==> src/rtl/nibble_serial_adder_pkg.sv <==
// rtl/nibble_serial_adder_pkg.sv - shared types and sizing helpers for the nibble-serial adder
package nibble_serial_adder_pkg;

  localparam int NIBBLE_W = 4;

  typedef enum logic [1:0] {
    ST_IDLE = 2'd0,
    ST_RUN  = 2'd1,
    ST_DONE = 2'd2
  } state_e;

  // Keeps the nibble counter at least one bit wide when only one nibble exists.
  function automatic int cnt_width(input int nibbles);
    return (nibbles > 1) ? $clog2(nibbles) : 1;
  endfunction

endpackage

==> src/rtl/AdderAhead_4.sv <==
// rtl/AdderAhead_4.sv - 4-bit carry-lookahead adder slice with group generate/propagate
module AdderAhead_4 (
  input  logic [3:0] a_i,
  input  logic [3:0] b_i,
  input  logic       cin_i,
  output logic [3:0] sum_o,
  output logic       cout_o,
  output logic       g_o,
  output logic       p_o
);

  logic [3:0] g;
  logic [3:0] p;
  logic [3:0] c;

  assign g = a_i & b_i;
  assign p = a_i ^ b_i;

  assign c[0] = cin_i;
  assign c[1] = g[0] | (p[0] & cin_i);
  assign c[2] = g[1] | (p[1] & g[0]) | (p[1] & p[0] & cin_i);
  assign c[3] = g[2] | (p[2] & g[1]) | (p[2] & p[1] & g[0]) | (p[2] & p[1] & p[0] & cin_i);

  assign g_o    = g[3] | (p[3] & g[2]) | (p[3] & p[2] & g[1]) | (p[3] & p[2] & p[1] & g[0]);
  assign p_o    = &p;
  assign cout_o = g_o | (p_o & cin_i);
  assign sum_o  = p ^ c;

endmodule

==> src/rtl/nibble_serial_adder.sv <==
// rtl/nibble_serial_adder.sv - multi-cycle adder, one nibble per clock, LSB nibble first
module nibble_serial_adder
  import nibble_serial_adder_pkg::*;
#(
  parameter int WIDTH = 16
) (
  input  logic             clk_i,
  input  logic             rst_n_i,
  input  logic             start_i,
  input  logic [WIDTH-1:0] a_i,
  input  logic [WIDTH-1:0] b_i,
  input  logic             cin_i,
  output logic             busy_o,
  output logic             done_o,
  output logic [WIDTH-1:0] sum_o,
  output logic             cout_o,
  output logic             ovf_o
);

  localparam int NIBBLES = WIDTH / NIBBLE_W;
  localparam int CW = cnt_width(NIBBLES);
  localparam logic [CW-1:0] LAST = CW'(NIBBLES - 1);

  state_e state_q, state_d;
  logic   accept;

  logic [WIDTH-1:0] a_q, b_q, sum_q;
  logic             carry_q;
  logic [CW-1:0]    cnt_q;
  logic             a_msb_q, b_msb_q;

  logic [NIBBLE_W-1:0] nib;
  logic                nib_cout;
  logic [WIDTH+3:0]    sum_cat;

  AdderAhead_4 u_slice (
    .a_i    (a_q[NIBBLE_W-1:0]),
    .b_i    (b_q[NIBBLE_W-1:0]),
    .cin_i  (carry_q),
    .sum_o  (nib),
    .cout_o (nib_cout),
    .g_o    (),
    .p_o    ()
  );

  always_comb begin
    state_d = state_q;
    accept  = 1'b0;
    case (state_q)
      ST_IDLE: begin
        if (start_i) begin
          accept  = 1'b1;
          state_d = ST_RUN;
        end
      end
      ST_RUN: begin
        if (cnt_q == LAST) state_d = ST_DONE;
      end
      ST_DONE: begin
        accept  = start_i;
        state_d = start_i ? ST_RUN : ST_IDLE;
      end
      default: state_d = ST_IDLE;
    endcase
  end

  always_ff @(posedge clk_i or negedge rst_n_i) begin
    if (!rst_n_i) state_q <= ST_IDLE;
    else          state_q <= state_d;
  end

  // Result nibbles enter at the top so the LSB nibble lands at bit 0 after the last shift.
  assign sum_cat = {nib, sum_q};

  always_ff @(posedge clk_i or negedge rst_n_i) begin
    if (!rst_n_i) begin
      a_q     <= '0;
      b_q     <= '0;
      sum_q   <= '0;
      carry_q <= 1'b0;
      cnt_q   <= '0;
      a_msb_q <= 1'b0;
      b_msb_q <= 1'b0;
    end else if (accept) begin
      a_q     <= a_i;
      b_q     <= b_i;
      carry_q <= cin_i;
      cnt_q   <= '0;
      a_msb_q <= a_i[WIDTH-1];
      b_msb_q <= b_i[WIDTH-1];
    end else if (state_q == ST_RUN) begin
      a_q     <= a_q >> NIBBLE_W;
      b_q     <= b_q >> NIBBLE_W;
      sum_q   <= sum_cat[WIDTH+3:NIBBLE_W];
      carry_q <= nib_cout;
      cnt_q   <= cnt_q + CW'(1);
    end
  end

  assign busy_o = (state_q == ST_RUN);
  assign done_o = (state_q == ST_DONE);
  assign sum_o  = sum_q;
  assign cout_o = carry_q;
  assign ovf_o  = (a_msb_q == b_msb_q) && (sum_q[WIDTH-1] != a_msb_q);

endmodule

==> config.mk <==
export PLATFORM = sky130hd
export DESIGN_NAME = nibble_serial_adder
export DESIGN_NICKNAME = d
export VERILOG_FILES = /design/src/rtl/nibble_serial_adder_pkg.sv /design/src/rtl/AdderAhead_4.sv /design/src/rtl/nibble_serial_adder.sv
export SDC_FILE = /design/constraint.sdc
export NUM_CORES = 1
export LEC_CHECK = 0
export ABC_AREA = 1
export ABC_CLOCK_PERIOD_IN_PS = 3300
export BUFFER_PORTS_ARGS = -buffer_cell sky130_fd_sc_hd__buf_4
export CAP_MARGIN = 10
export CORE_ASPECT_RATIO = 0.7
export CORE_MARGIN = 2
export CORE_UTILIZATION = 43
export CTS_BUF_LIST = sky130_fd_sc_hd__clkbuf_8
export DETAILED_ROUTE_END_ITERATION = 8
export MAX_ROUTING_LAYER = met4
export PLACE_DENSITY = 0.71
export REMOVE_ABC_BUFFERS = 1
export SLEW_MARGIN = 20
export SYNTH_ARGS = -nofsm -noshare
export SYNTH_HDL_FRONTEND = slang
export SYNTH_HIERARCHICAL = 1
export SYNTH_SLANG_ARGS = --single-unit
==> constraint.sdc <==
create_clock -name clk_i -period 3.3 [get_ports clk_i]
set_clock_uncertainty 0.2 [all_clocks]
set_input_delay 0.165 -clock clk_i [delete_from_list [all_inputs] [get_ports clk_i]]
set_output_delay 0.165 -clock clk_i [all_outputs]
set_load 0.02 [all_outputs]
After elaboration in Yosys (flattened, before gate mapping) --
Cells that the tools add are included.
Storage, ports and cells: bits in registers 55, input bits 36, output and inout bits 20, word-level logic and storage cells 65
Operators by class: add/subtract/negate cells 1, eq/ne operators 7, mux-type cells 14, bitwise logic cells 29, reduce and logical (&&, ||, !) cells 6
Operators with widths (count):
- 16-bit two-way mux | 4
- 1-bit AND | 15
- 1-bit OR | 10
- 2-bit two-way mux | 4
- 4-bit bitwise XOR | 2
- 2-bit case mux with 3 select lines | 1
- 4-bit AND | 1
- 2-bit == test (second input constant) | 2
- 1-bit two-way mux | 4
- 2-bit AND reduction | 2
- 4-bit AND reduction | 1
- 2-bit by 1-bit adder with 2-bit output (second input constant) | 1
- 2-bit by 1-bit == test with 1-bit output (second input constant) | 1
- 2-bit zero test | 1
- 2-bit by 1-bit inequality test with 1-bit output (second input constant) | 1
- 2-bit inequality test (second input constant) | 1
- 1-bit case mux with 2 select lines | 1
- 2-bit nonzero test | 1
- 1-bit == test | 1
- 1-bit logical AND | 1
- 1-bit inequality test | 1
- 1-bit NOT | 1

Logic depth before layout (Yosys ltp) --
Gate-level depths: netlist of run 1.
depth in word-level cells 8, mapped depth 9, gate-level depth less buffers 9

By module --
Netlist of run 1, hierarchy kept.
Modules (own cells, without submodules):
- nibble_serial_adder | instances 1, cells each 314, area an instance 2459.9 sq um, seq. area each 1376.3 sq um
- AdderAhead_4 | instances 1, cells each 37, area an instance 212.7 sq um, seq. area each 0.0 sq um

Worst setup path before layout of run 1 --
OpenSTA, ideal clock, no wires.
path kind register to register, start point register a_q[1], end point register carry_q, in the netlist cout_o, library setup time 0.118 ns, arrival time 1.269 ns, required time 2.982 ns, slack 1.713 ns, stages on the path, launching flop included 10, path buffers 0, period minus slack after synthesis 1.587 ns, cells stage by stage dfrtp_1 ha_1 nand2_1 inv_1 o21bai_1 nand3_1 inv_1 nand2_1 nand3_1 nand2_1
On the way: cells in the longest elaborated chain, start to end 7, elaborated cells on any way between the ends 12, classes of those cells 2 x mux; 9 x bitwise; 1 x reduce/logical
RTL lines:
- start: declaration | line nibble_serial_adder.sv:27 | logic [WIDTH-1:0] a_q, b_q, sum_q;
- start signal: assignment | line nibble_serial_adder.sv:85 | a_q <= a_i;
- start signal: assignment | line nibble_serial_adder.sv:92 | a_q <= a_q >> NIBBLE_W;
- 4-bit AND / 4-bit bitwise XOR (equally long branches) | line AdderAhead_4.sv:16, AdderAhead_4.sv:17
- 1-bit AND | line AdderAhead_4.sv:24 | assign g_o = g[3] | (p[3] & g[2]) | (p[3] & p[2] & g[1]) | (p[3] & p[2] & p[1] & g[0]);
- 1-bit OR / 1-bit AND (equally long branches) | line AdderAhead_4.sv:24
- 1-bit OR | line AdderAhead_4.sv:24
- 1-bit OR (*) | line AdderAhead_4.sv:26 | assign cout_o = g_o | (p_o & cin_i);
- via nib_cout | line nibble_serial_adder.sv:33 | logic nib_cout;
- 1-bit two-way mux (*) | line nibble_serial_adder.sv:91 | end else if (state_q == ST_RUN) begin
- 1-bit two-way mux (*) | line nibble_serial_adder.sv:84 | end else if (accept) begin
- end signal: assignment | line nibble_serial_adder.sv:87 | carry_q <= cin_i;
- end signal: assignment | line nibble_serial_adder.sv:95 | carry_q <= nib_cout;
- end: declaration | line nibble_serial_adder.sv:28 | logic carry_q;
Mark *: on every way through the listed nets, which the timed path passes. The rest lies on a longest branch. The select of a mux whose other input is x is not followed. A chain may end at the register's enable or synchronous reset.

Final worst setup path of run 1 --
start point register state_q[0], end point output busy_o
On the way: cells in the longest elaborated chain, start to end 1
RTL lines:
- start: declaration | line nibble_serial_adder.sv:24 | state_e state_q, state_d;
- start signal: assignment | line nibble_serial_adder.sv:69 | else state_q <= state_d;
- 2-bit by 1-bit == test with 1-bit output | line nibble_serial_adder.sv:100 | assign busy_o = (state_q == ST_RUN);
- end: declaration | line nibble_serial_adder.sv:13 | output logic busy_o,
Every way passes these cells.

==> results of run 1 <==
[layout by cell type, fill, tap and decap left out]
cell type / count
sky130_fd_sc_hd__nand2_1: 133
sky130_fd_sc_hd__buf_4: 59
sky130_fd_sc_hd__dfrtp_1: 55
sky130_fd_sc_hd__inv_1: 53
sky130_fd_sc_hd__nand3_1: 45
sky130_fd_sc_hd__dlygate4sd3_1: 34
sky130_fd_sc_hd__o21ai_0: 23
sky130_fd_sc_hd__nor2_1: 8
sky130_fd_sc_hd__clkbuf_8: 7
sky130_fd_sc_hd__ha_1: 5
sky130_fd_sc_hd__a21oi_1: 4
sky130_fd_sc_hd__inv_2: 2
sky130_fd_sc_hd__nand2_2: 1
sky130_fd_sc_hd__clkinvlp_4: 1
sky130_fd_sc_hd__xnor2_1: 1
sky130_fd_sc_hd__o21bai_1: 1
sky130_fd_sc_hd__nor2_2: 1
sky130_fd_sc_hd__or2_0: 1
sky130_fd_sc_hd__nand4_1: 1
sky130_fd_sc_hd__fa_1: 1
[path summary, 6_finish.rpt]
check	start	endpoint	slack [ns]	cells after the start
setup reg to reg	state_q[0]$_DFFE_PN0P_	b_q[8]$_DFFE_PN0P_	1.21	6
hold reg to reg	a_q[11]$_DFFE_PN0P_	a_q[11]$_DFFE_PN0P_	0.29	2
hold / removal	start_i	b_q[7]$_DFFE_PN0P_	0.07	4
setup / recovery	state_q[0]$_DFFE_PN0P_	busy_o	1.21	4
min in group asynchronous	rst_n_i	sum_o[1]$_DFFE_PN0P_	0.24	2
max in group asynchronous	rst_n_i	a_q[5]$_DFFE_PN0P_	2.22	2
[flip-flops by register name, indices dropped and copies added (netlist names)]
name	flops
a_q	16
b_q	16
sum_o	16
cnt_q	2
state_q	2
a_msb_q	1
b_msb_q	1
cout_o	1
[per-stage QoR]
step	cell area (um2)	hold slack, ns	utilization (%)	total power [W]
after floorplan	2600	-0.331	-	0.00223
after CTS	3580	0.0639	60.9	0.00323
after detailed placement	3130	0.0508	53.4	0.00279
after global routing	3580	0.0852	60.9	0.00355
after global placement	3130	0.0476	53.4	0.00273
final	3580	0.0712	60.9	0.00320
[worst max-delay path: stages (launching register included)]
cell and delay (ns):
sky130_fd_sc_hd__dfrtp_1 0.62, sky130_fd_sc_hd__inv_2 0.23, sky130_fd_sc_hd__nor2_1 0.13, sky130_fd_sc_hd__buf_4 0.25, sky130_fd_sc_hd__buf_4 0.19
[power groups by stage]
stage	Clock [W]	Combinational, W	Sequential (W)
after floorplan	0	0.000966	0.00127
after global placement	0	0.00154	0.00119
after detailed placement	0	0.00158	0.00121
after CTS	0.000419	0.00162	0.00119
after global routing	0.000447	0.00186	0.00124
final	0.000406	0.00160	0.00119
[routing by layer]
layer	wire length, um	global-route usage, %	vias up	part of all wire [%]
met2	2870	33.2	51	47
met3	264	3.70	8	4.3
met1	2880	25.1	1106	47
met4	65	5.18	0	1.1
met5	0	-	-	0
li1	-	-	1232	-
[final cells by class]
cell class / count / area, um2
fill: 554 / 2290
sequential: 55 / 1380
multi-input combinational: 225 / 1010
timing repair buffer: 93 / 783
inverter: 55 / 206
clock buffer: 7 / 96.3
tap: 75 / 93.8
clock inverter: 1 / 7.51
==> run summary, run 1 <==
Fin Setup TNS -> 0 ns
Total global-route track usage -> 19.8%
Post-Synthesis Cells -> 350
Core outline area -> 5870 um2
Final antenna-violating net count -> 0
Antenna cells -> 0
# resized after CTS -> 0
Pre-CTS setup slack -> 1.23 ns
Worst setup path category -> reg -> out
Fin worst setup slack -> 1.21 ns
I/O Buffers -> 55
Number of global-route vias before repair -> 2484
Number of instances in the placed design -> 469
DR pass1 iterations -> 4
Measured slew at the worst slew-check pin -> 0.679 ns
Clock latency on the worst-skew pair -> 0.31 ns
Shortest period the worst path allows -> 2.09 ns
Post-route clock period utilization -> 63.4%
CTS tree -> yes
Slew HR -> 54.7%
Clock slew seen by the registers of the worst setup and hold paths -> 0.10 ns
Worst supply voltage drop on vdd -> 0.352 mV
Non-filler instance count after layout -> 511
DRC violations left -> 0
TritonCTS buffer count -> 5
Sum of net half-perimeters after detailed placement -> 4000 um
Maximum fanout encountered on the critical timing path -> 23
Static Leak -> 1.98 nW
Initial DRC Count -> 143
Initial antenna violation count -> 0
Net Sw Frac -> 43.8%
Post-CTS Hold Buffers -> 34
Io pins -> 56
Congestion Overflow GR -> 0
Outcome -> finished clean
Combinational power share -> 50.0%
P_sw -> 0.00140 W
Vertical die dimension -> 69.9 um
Syn avg cell area -> 7.63 um2
Internal Pwr Total -> 0.00180 W
Fraction of power consumed by sequential logic -> 37.3%
Wire length of the first global-routing pass -> 10900 um
Buffer type at the clock tree root -> sky130_fd_sc_hd__clkbuf_8
Final number of hold-violating endpoints -> 0
Maximum number of pins on one net before global-route repair -> 56
Clock power frac -> 12.7%
PD cells -> 894 nW/um2
Critical Path RT -> 2.93 ns
Total Die Area -> 6860 um2
Per-cell routed wire length -> 11.9 um
Width of the chip -> 98.2 um
Achievable clock frequency -> 0.478 GHz
Final net count -> 477
Number of buffers inserted to repair setup after CTS -> 0
Data arrival time of the worst path -> 1.73 ns
Layout cell share with drive strength beyond 1 -> 16.3%
Worst min-delay path class -> in -> reg
Via density -> 4.69
Warnings from Yosys -> 6
Buffers from clock root to sink, at most -> 2
H-tree levels -> 2
Max-slew violation count -> 0
Area grow syn2layout -> 34.0%
Total number of clock tree sinks -> 55
Site Rows -> 23
Final weighted congestion of routability-driven global placement -> 0.807
Total via count in the routed design -> 2397
Crit end category -> primary output
Critical Path Source Type -> flop
Total standard cell area after synthesis -> 2670 um2
Wirelength, routed -> 6080 um
Count of endpoints failing setup in the final report -> 0
Effective utilization at floorplan -> 45.5%
Setup repair after global routing missed its margin -> no
Max Cap Violations -> 0
No activity file was read; power rests on OpenSTA's default activity.
==> run 2, diff against run 1 <==
--- a/config.mk
+++ b/config.mk
@@ -6,7 +6,7 @@
 export NUM_CORES = 1
 export LEC_CHECK = 0
 export ABC_AREA = 1
-export ABC_CLOCK_PERIOD_IN_PS = 3300
+export ABC_CLOCK_PERIOD_IN_PS = 1700
 export BUFFER_PORTS_ARGS = -buffer_cell sky130_fd_sc_hd__buf_4
 export CAP_MARGIN = 10
 export CORE_ASPECT_RATIO = 0.7
@@ -15,7 +15,7 @@
 export CTS_BUF_LIST = sky130_fd_sc_hd__clkbuf_8
 export DETAILED_ROUTE_END_ITERATION = 8
 export MAX_ROUTING_LAYER = met4
-export PLACE_DENSITY = 0.71
+export PLACE_DENSITY = 0.74
 export REMOVE_ABC_BUFFERS = 1
 export SLEW_MARGIN = 20
 export SYNTH_ARGS = -nofsm -noshare
==> constraint.sdc (replaced) <==
create_clock -name clk_i -period 1.7 [get_ports clk_i]
set_clock_uncertainty 0.2 [all_clocks]
set_input_delay 0.085 -clock clk_i [delete_from_list [all_inputs] [get_ports clk_i]]
set_output_delay 0.085 -clock clk_i [all_outputs]
set_load 0.02 [all_outputs]
==> run 2 against run 1 <==
Against the previous run: non-clock buffer count is 16 higher; wire length is 11% higher; global-route usage is 1.2 points higher; sequential cell count stayed put; count of clock-buffer cells in the layout is 1 lower; register-to-register slack worse by 1.1 ns; core utilization is 2.9 points higher; hold slack better by 0.094 ns; clock power is 82% higher; first-iteration DRC count is 21% lower; combinational power is 130% higher; critical endpoint is now cout_o$_DFFE_PN0P_; largest power group unchanged.
==> run summary, run 2 (synthesis results as in run 1) <==
Final weighted congestion of routability-driven global placement -> 0.830
PD cells -> 1790 nW/um2
DRC violations left -> 0
Sum of net half-perimeters after detailed placement -> 4320 um
Initial DRC Count -> 113
I/O Buffers -> 55
M2 GR Usage -> 34.2%
Fin worst setup slack -> 0.0618 ns
Width of the chip -> 98.2 um
Final number of hold-violating endpoints -> 0
Worst supply voltage drop on vdd -> 0.854 mV
Met1 Track Usage GR -> 27.5%
Met3 track demand over resource in global routing -> 3.90%
Number of global-route vias before repair -> 2437
Wire length of the first global-routing pass -> 11300 um
Vertical die dimension -> 69.9 um
DR pass1 iterations -> 4
H-tree levels -> 2
Clock slew seen by the registers of the worst setup and hold paths -> 0.10 ns
Count of endpoints failing setup in the final report -> 0
Shortest period the worst path allows -> 1.64 ns
Critical Path RT -> 1.70 ns
Total global-route track usage -> 21.0%
Via density -> 4.75
Final net count -> 493
Wirelength, routed -> 6720 um
Post-route clock period utilization -> 96.4%
Fin Setup TNS -> 0 ns
Max Cap Violations -> 0
Buffer type at the clock tree root -> sky130_fd_sc_hd__clkbuf_8
Top Family by Delay on Critical Path -> flip-flops
Site Rows -> 23
Achievable clock frequency -> 0.610 GHz
Data arrival time of the worst path -> 1.64 ns
Maximum number of pins on one net before global-route repair -> 56
Antenna cells -> 0
Area grow syn2layout -> 40.4%
CTS tree -> yes
Core outline area -> 5870 um2
Pre-CTS setup slack -> 0.00943 ns
Maximum fanout encountered on the critical timing path -> 5
TritonCTS buffer count -> 5
Cell Chain, Critical Path -> ha_4, nand2_2, inv_1, o21bai_1, nand3_1, inv_1, nand2_1, nand3_1, nand2_1
Final antenna-violating net count -> 0
Congestion Overflow GR -> 0
Total via count in the routed design -> 2501
Largest incremental delay on the critical path -> 0.43 ns
Slew HR -> 54.8%
Clock latency on the worst-skew pair -> 0.31 ns
Measured slew at the worst slew-check pin -> 0.678 ns
Buffers from clock root to sink, at most -> 2
GR peak layer -> met2
Critical Path Source Type -> flop
Number of buffer and inverter stages on the critical path -> 2
Per-cell routed wire length -> 12.8 um
Total number of clock tree sinks -> 55
Post-route worst hold slack -> 0.165 ns
Crit end category -> flop
Initial antenna violation count -> 0
CP max-delay cell -> sky130_fd_sc_hd__dfrtp_1
Max-slew violation count -> 0
Total Die Area -> 6860 um2
Commonest non-fill, non-tap cells in the layout -> sky130_fd_sc_hd__nand2_1, sky130_fd_sc_hd__buf_4, sky130_fd_sc_hd__dfrtp_1, sky130_fd_sc_hd__inv_1, sky130_fd_sc_hd__nand3_1
Most common cell after layout, fill and taps aside -> sky130_fd_sc_hd__nand2_1
Layout cell share with drive strength beyond 1 -> 20.4%
Pwr Total -> 0.00669 W
Worst min-delay path class -> in -> async
Io pins -> 56
Worst setup path category -> reg -> reg
Static Leak -> 2.06 nW
Outcome -> finished clean
Effective utilization at floorplan -> 45.5%
==> run 2: path summary, 6_finish.rpt <==
| kind | start | to | slack [ns] | cells past startpoint |
|---|---|---|---|---|
| max in group asynchronous | rst_n_i | state_q[0]$_DFFE_PN0P_ | 0.65 | 2 |
| hold reg to reg | a_q[11]$_DFFE_PN0P_ | a_q[11]$_DFFE_PN0P_ | 0.28 | 2 |
| min in group clk_i | a_q[11]$_DFFE_PN0P_ | a_q[11]$_DFFE_PN0P_ | 0.28 | 2 |
| setup / recovery | b_q[1]$_DFFE_PN0P_ | cout_o$_DFFE_PN0P_ | 0.06 | 9 |
| hold / removal | rst_n_i | sum_o[1]$_DFFE_PN0P_ | 0.16 | 2 |
| setup reg to reg | b_q[1]$_DFFE_PN0P_ | cout_o$_DFFE_PN0P_ | 0.06 | 9 |
==> run 2: layout make-up <==
type	count	area, um2
Clock buffer	6	82.6
Clock inverter	1	5.00
Fill cell	492	2120
Inverter	55	206
Multi-Input combinational cell	225	1060
Sequential cell	55	1380
Tap cell	75	93.8
Timing Repair Buffer	109	922
==> run 2: through the flow <==
step	std cells	instance area (um2)	utilization [%]
final	526	3750	63.8
after detailed placement	478	3210	54.7
after CTS	520	3650	62.2
after global placement	478	3210	54.7
after global routing	526	3750	63.8
after floorplan	335	2600	-
==> run 2: where the power goes <==
group / total [W] / switching (W) / leakage, nW / internal, W
sequential: 0.00231 / 0.000388 / 0.690 / 0.00192
clock: 0.000737 / 0.000416 / 0.0470 / 0.000321
combinational: 0.00364 / 0.00210 / 1.32 / 0.00155
==> run 2: timing repair <==
action,4_1_cts,5_1_grt
pin swaps,0,1
gates cloned,0,0
endpoints found under the hold margin,90,0
hold buffers,35,0
resized for setup,1,8
setup endpoints to repair,1,4
buffers inserted,0,6
==> run 2: worst reg2reg max path, cell delays in order (launching register included) <==
cell                       delay, ns
sky130_fd_sc_hd__dfrtp_1        0.43
sky130_fd_sc_hd__ha_4           0.27
sky130_fd_sc_hd__nand2_2        0.08
sky130_fd_sc_hd__inv_1          0.08
sky130_fd_sc_hd__o21bai_1       0.15
sky130_fd_sc_hd__nand3_1        0.09
sky130_fd_sc_hd__inv_1          0.06
sky130_fd_sc_hd__nand2_1        0.05
sky130_fd_sc_hd__nand3_1        0.07
sky130_fd_sc_hd__nand2_1        0.06
==> run 2: routing by layer <==
metal / routed length [um] / vias up
met5: 0 / -
met4: 64 / 0
met3: 357 / 6
li1: - / 1267
met1: 3120 / 1153
met2: 3180 / 75
==> run 3, diff against run 2 <==
--- a/config.mk
+++ b/config.mk
@@ -11,11 +11,11 @@
 export CAP_MARGIN = 10
 export CORE_ASPECT_RATIO = 0.7
 export CORE_MARGIN = 2
-export CORE_UTILIZATION = 43
+export CORE_UTILIZATION = 30
 export CTS_BUF_LIST = sky130_fd_sc_hd__clkbuf_8
 export DETAILED_ROUTE_END_ITERATION = 8
 export MAX_ROUTING_LAYER = met4
-export PLACE_DENSITY = 0.74
+export PLACE_DENSITY = 0.56
 export REMOVE_ABC_BUFFERS = 1
 export SLEW_MARGIN = 20
 export SYNTH_ARGS = -nofsm -noshare
==> run 3 against run 2 <==
Against the previous run: count of clock-buffer cells in the layout did not move; die area rose by 41%; non-clock buffer count rose by 2; core utilization fell by 19 points; critical path depth did not move; critical endpoint unchanged.
==> run summary, run 3 (synthesis results as in run 1) <==
Outcome -> finished clean
Sequential cell area -> 1380 um2
Static Leak -> 2.09 nW
Worst min-delay path class -> reg -> reg
Reg2reg path depth -> 9
Antenna cells -> 0
Clock slew seen by the registers of the worst setup and hold paths -> 0.10 ns
Pre-CTS setup slack -> -0.0171 ns
PD cells -> 1780 nW/um2
Final antenna-violating net count -> 0
Per-cell routed wire length -> 11.8 um
Number of cells traversed by the worst hold path -> 2
Post-route clock period utilization -> 96.6%
Min-Delay Endpoint -> a_q[8]$_DFFE_PN0P_
Data arrival time of the worst path -> 1.65 ns
Area grow syn2layout -> 44.5%
Width of the chip -> 117 um
Area of the multi-input gates -> 1050 um2
DR pass1 iterations -> 4
Slew HR -> 81.7%
Core utilization of the finished layout -> 45.1%
Via density -> 4.28
Layout cell share with drive strength beyond 1 -> 19.8%
DRC violations left -> 0
Pwr Total -> 0.00686 W
Sum of net half-perimeters after detailed placement -> 4430 um
Total number of clock tree sinks -> 55
Effective utilization at floorplan -> 31.2%
Register-to-register path setup slack -> 0.06 ns
Crit end category -> flop
Hold path startpoint -> a_q[8]$_DFFE_PN0P_
Vertical die dimension -> 82.9 um
Wire length of the first global-routing pass -> 11600 um
Measured slew at the worst slew-check pin -> 0.274 ns
Max-slew violation count -> 0
Max Cap Violations -> 0
H-tree levels -> 2
Achievable clock frequency -> 0.609 GHz
CTS tree -> yes
Final weighted congestion of routability-driven global placement -> 0.889
Total global-route track usage -> 15.6%
Congestion Overflow GR -> 0
Buffer type at the clock tree root -> sky130_fd_sc_hd__clkbuf_8
Number of global-route vias before repair -> 2475
Worst setup path category -> reg -> reg
Final number of hold-violating endpoints -> 0
Total Die Area -> 9680 um2
Initial DRC Count -> 89
Layout filler cell count -> 878
Final net count -> 495
Fin worst setup slack -> 0.0584 ns
Maximum number of pins on one net before global-route repair -> 39
Buffers from clock root to sink, at most -> 2
Total via count in the routed design -> 2456
TritonCTS buffer count -> 5
Worst r2r src -> a_q[1]$_DFFE_PN0P_
Critical Path Source Type -> flop
Critical Path RT -> 1.71 ns
Worst supply voltage drop on vdd -> 0.693 mV
Commonest non-fill, non-tap cells in the layout -> sky130_fd_sc_hd__nand2_1, sky130_fd_sc_hd__buf_4, sky130_fd_sc_hd__dfrtp_1, sky130_fd_sc_hd__inv_1, sky130_fd_sc_hd__nand3_1
Initial antenna violation count -> 0
Core outline area -> 8550 um2
Io pins -> 56
Wirelength, routed -> 6770 um
Site Rows -> 28
Count of endpoints failing setup in the final report -> 0
Maximum fanout encountered on the critical timing path -> 5
Clock latency on the worst-skew pair -> 0.32 ns
Most common cell after layout, fill and taps aside -> sky130_fd_sc_hd__nand2_1
Setup repair after global routing missed its margin -> yes
Shortest period the worst path allows -> 1.64 ns
Worst R2R End -> cout_o$_DFFE_PN0P_
I/O Buffers -> 55
==> run 3: critical path, cell delays in order, from the launching register on <==
cell	delay, ns
sky130_fd_sc_hd__dfrtp_1	0.43
sky130_fd_sc_hd__ha_4	0.28
sky130_fd_sc_hd__nand2_1	0.08
sky130_fd_sc_hd__inv_1	0.05
sky130_fd_sc_hd__o21bai_1	0.15
sky130_fd_sc_hd__nand3_1	0.09
sky130_fd_sc_hd__inv_1	0.06
sky130_fd_sc_hd__nand2_1	0.05
sky130_fd_sc_hd__nand3_1	0.09
sky130_fd_sc_hd__nand2_1	0.06
==> run 3: cell type report <==
type / count / area share, %
Clock buffer: 6 / 2.14
Clock inverter: 2 / 0.909
Inverter: 55 / 5.42
Multi-Input combinational cell: 225 / 27.3
Sequential cell: 55 / 35.7
Tap cell: 120 / 3.89
Timing Repair Buffer: 111 / 24.7
==> run 3: report_power, final <==
group | leakage [nW] | switching [W] | internal [W]
logic | 1.33 | 0.00211 | 0.00156
clock network | 0.0612 | 0.000429 | 0.000477
registers | 0.691 | 0.000366 | 0.00192
total | 2.09 | 0.00290 | 0.00396
==> run 3: how the worst max path moves through the flow <==
| stage | slack, ns | end | from |
|---|---|---|---|
| after global routing | -0.08 | cout_o$_DFFE_PN0P_ | a_q[1]$_DFFE_PN0P_ |
| after CTS | 0.03 | cout_o$_DFFE_PN0P_ | a_q[3]$_DFFE_PN0P_ |
| after floorplan | -0.37 | sum_o[12]$_DFFE_PN0P_ | state_q[0]$_DFFE_PN0P_ |
| final | 0.06 | cout_o$_DFFE_PN0P_ | a_q[1]$_DFFE_PN0P_ |
| after global placement | 0.06 | sum_o[15]$_DFFE_PN0P_ | a_q[2]$_DFFE_PN0P_ |
| after detailed placement | -0.02 | cout_o$_DFFE_PN0P_ | a_q[1]$_DFFE_PN0P_ |
==> run 3: routing by layer <==
metal,up-vias,routed length [um],GRT usage [%]
met5,-,0,-
met4,0,99,4.49
met3,10,297,3.43
met2,54,3140,24.3
met1,1121,3240,20.4
li1,1271,-,-
==> run 3: timing repair <==
item,CTS,global route
hold endpoints to repair,90,0
hold buffers,36,0
resized for setup,2,4
setup endpoints to repair,2,27
setup buffers,0,7
pin swaps,0,1
==> run 3: metrics by stage <==
stage | cell area, um2 | TNS [ns] | instances | hold slack, ns
4_1_cts | 3780 | 0 | 567 | 0.285
3_5_place_dp | 3280 | -0.0171 | 523 | -0.222
2_1_floorplan | 2600 | -13.68 | 335 | -0.411
5_1_grt | 3860 | -0.0838 | 574 | 0.312
3_3_place_gp | 3280 | 0 | 523 | -0.227
6_report | 3860 | 0 | 574 | 0.279
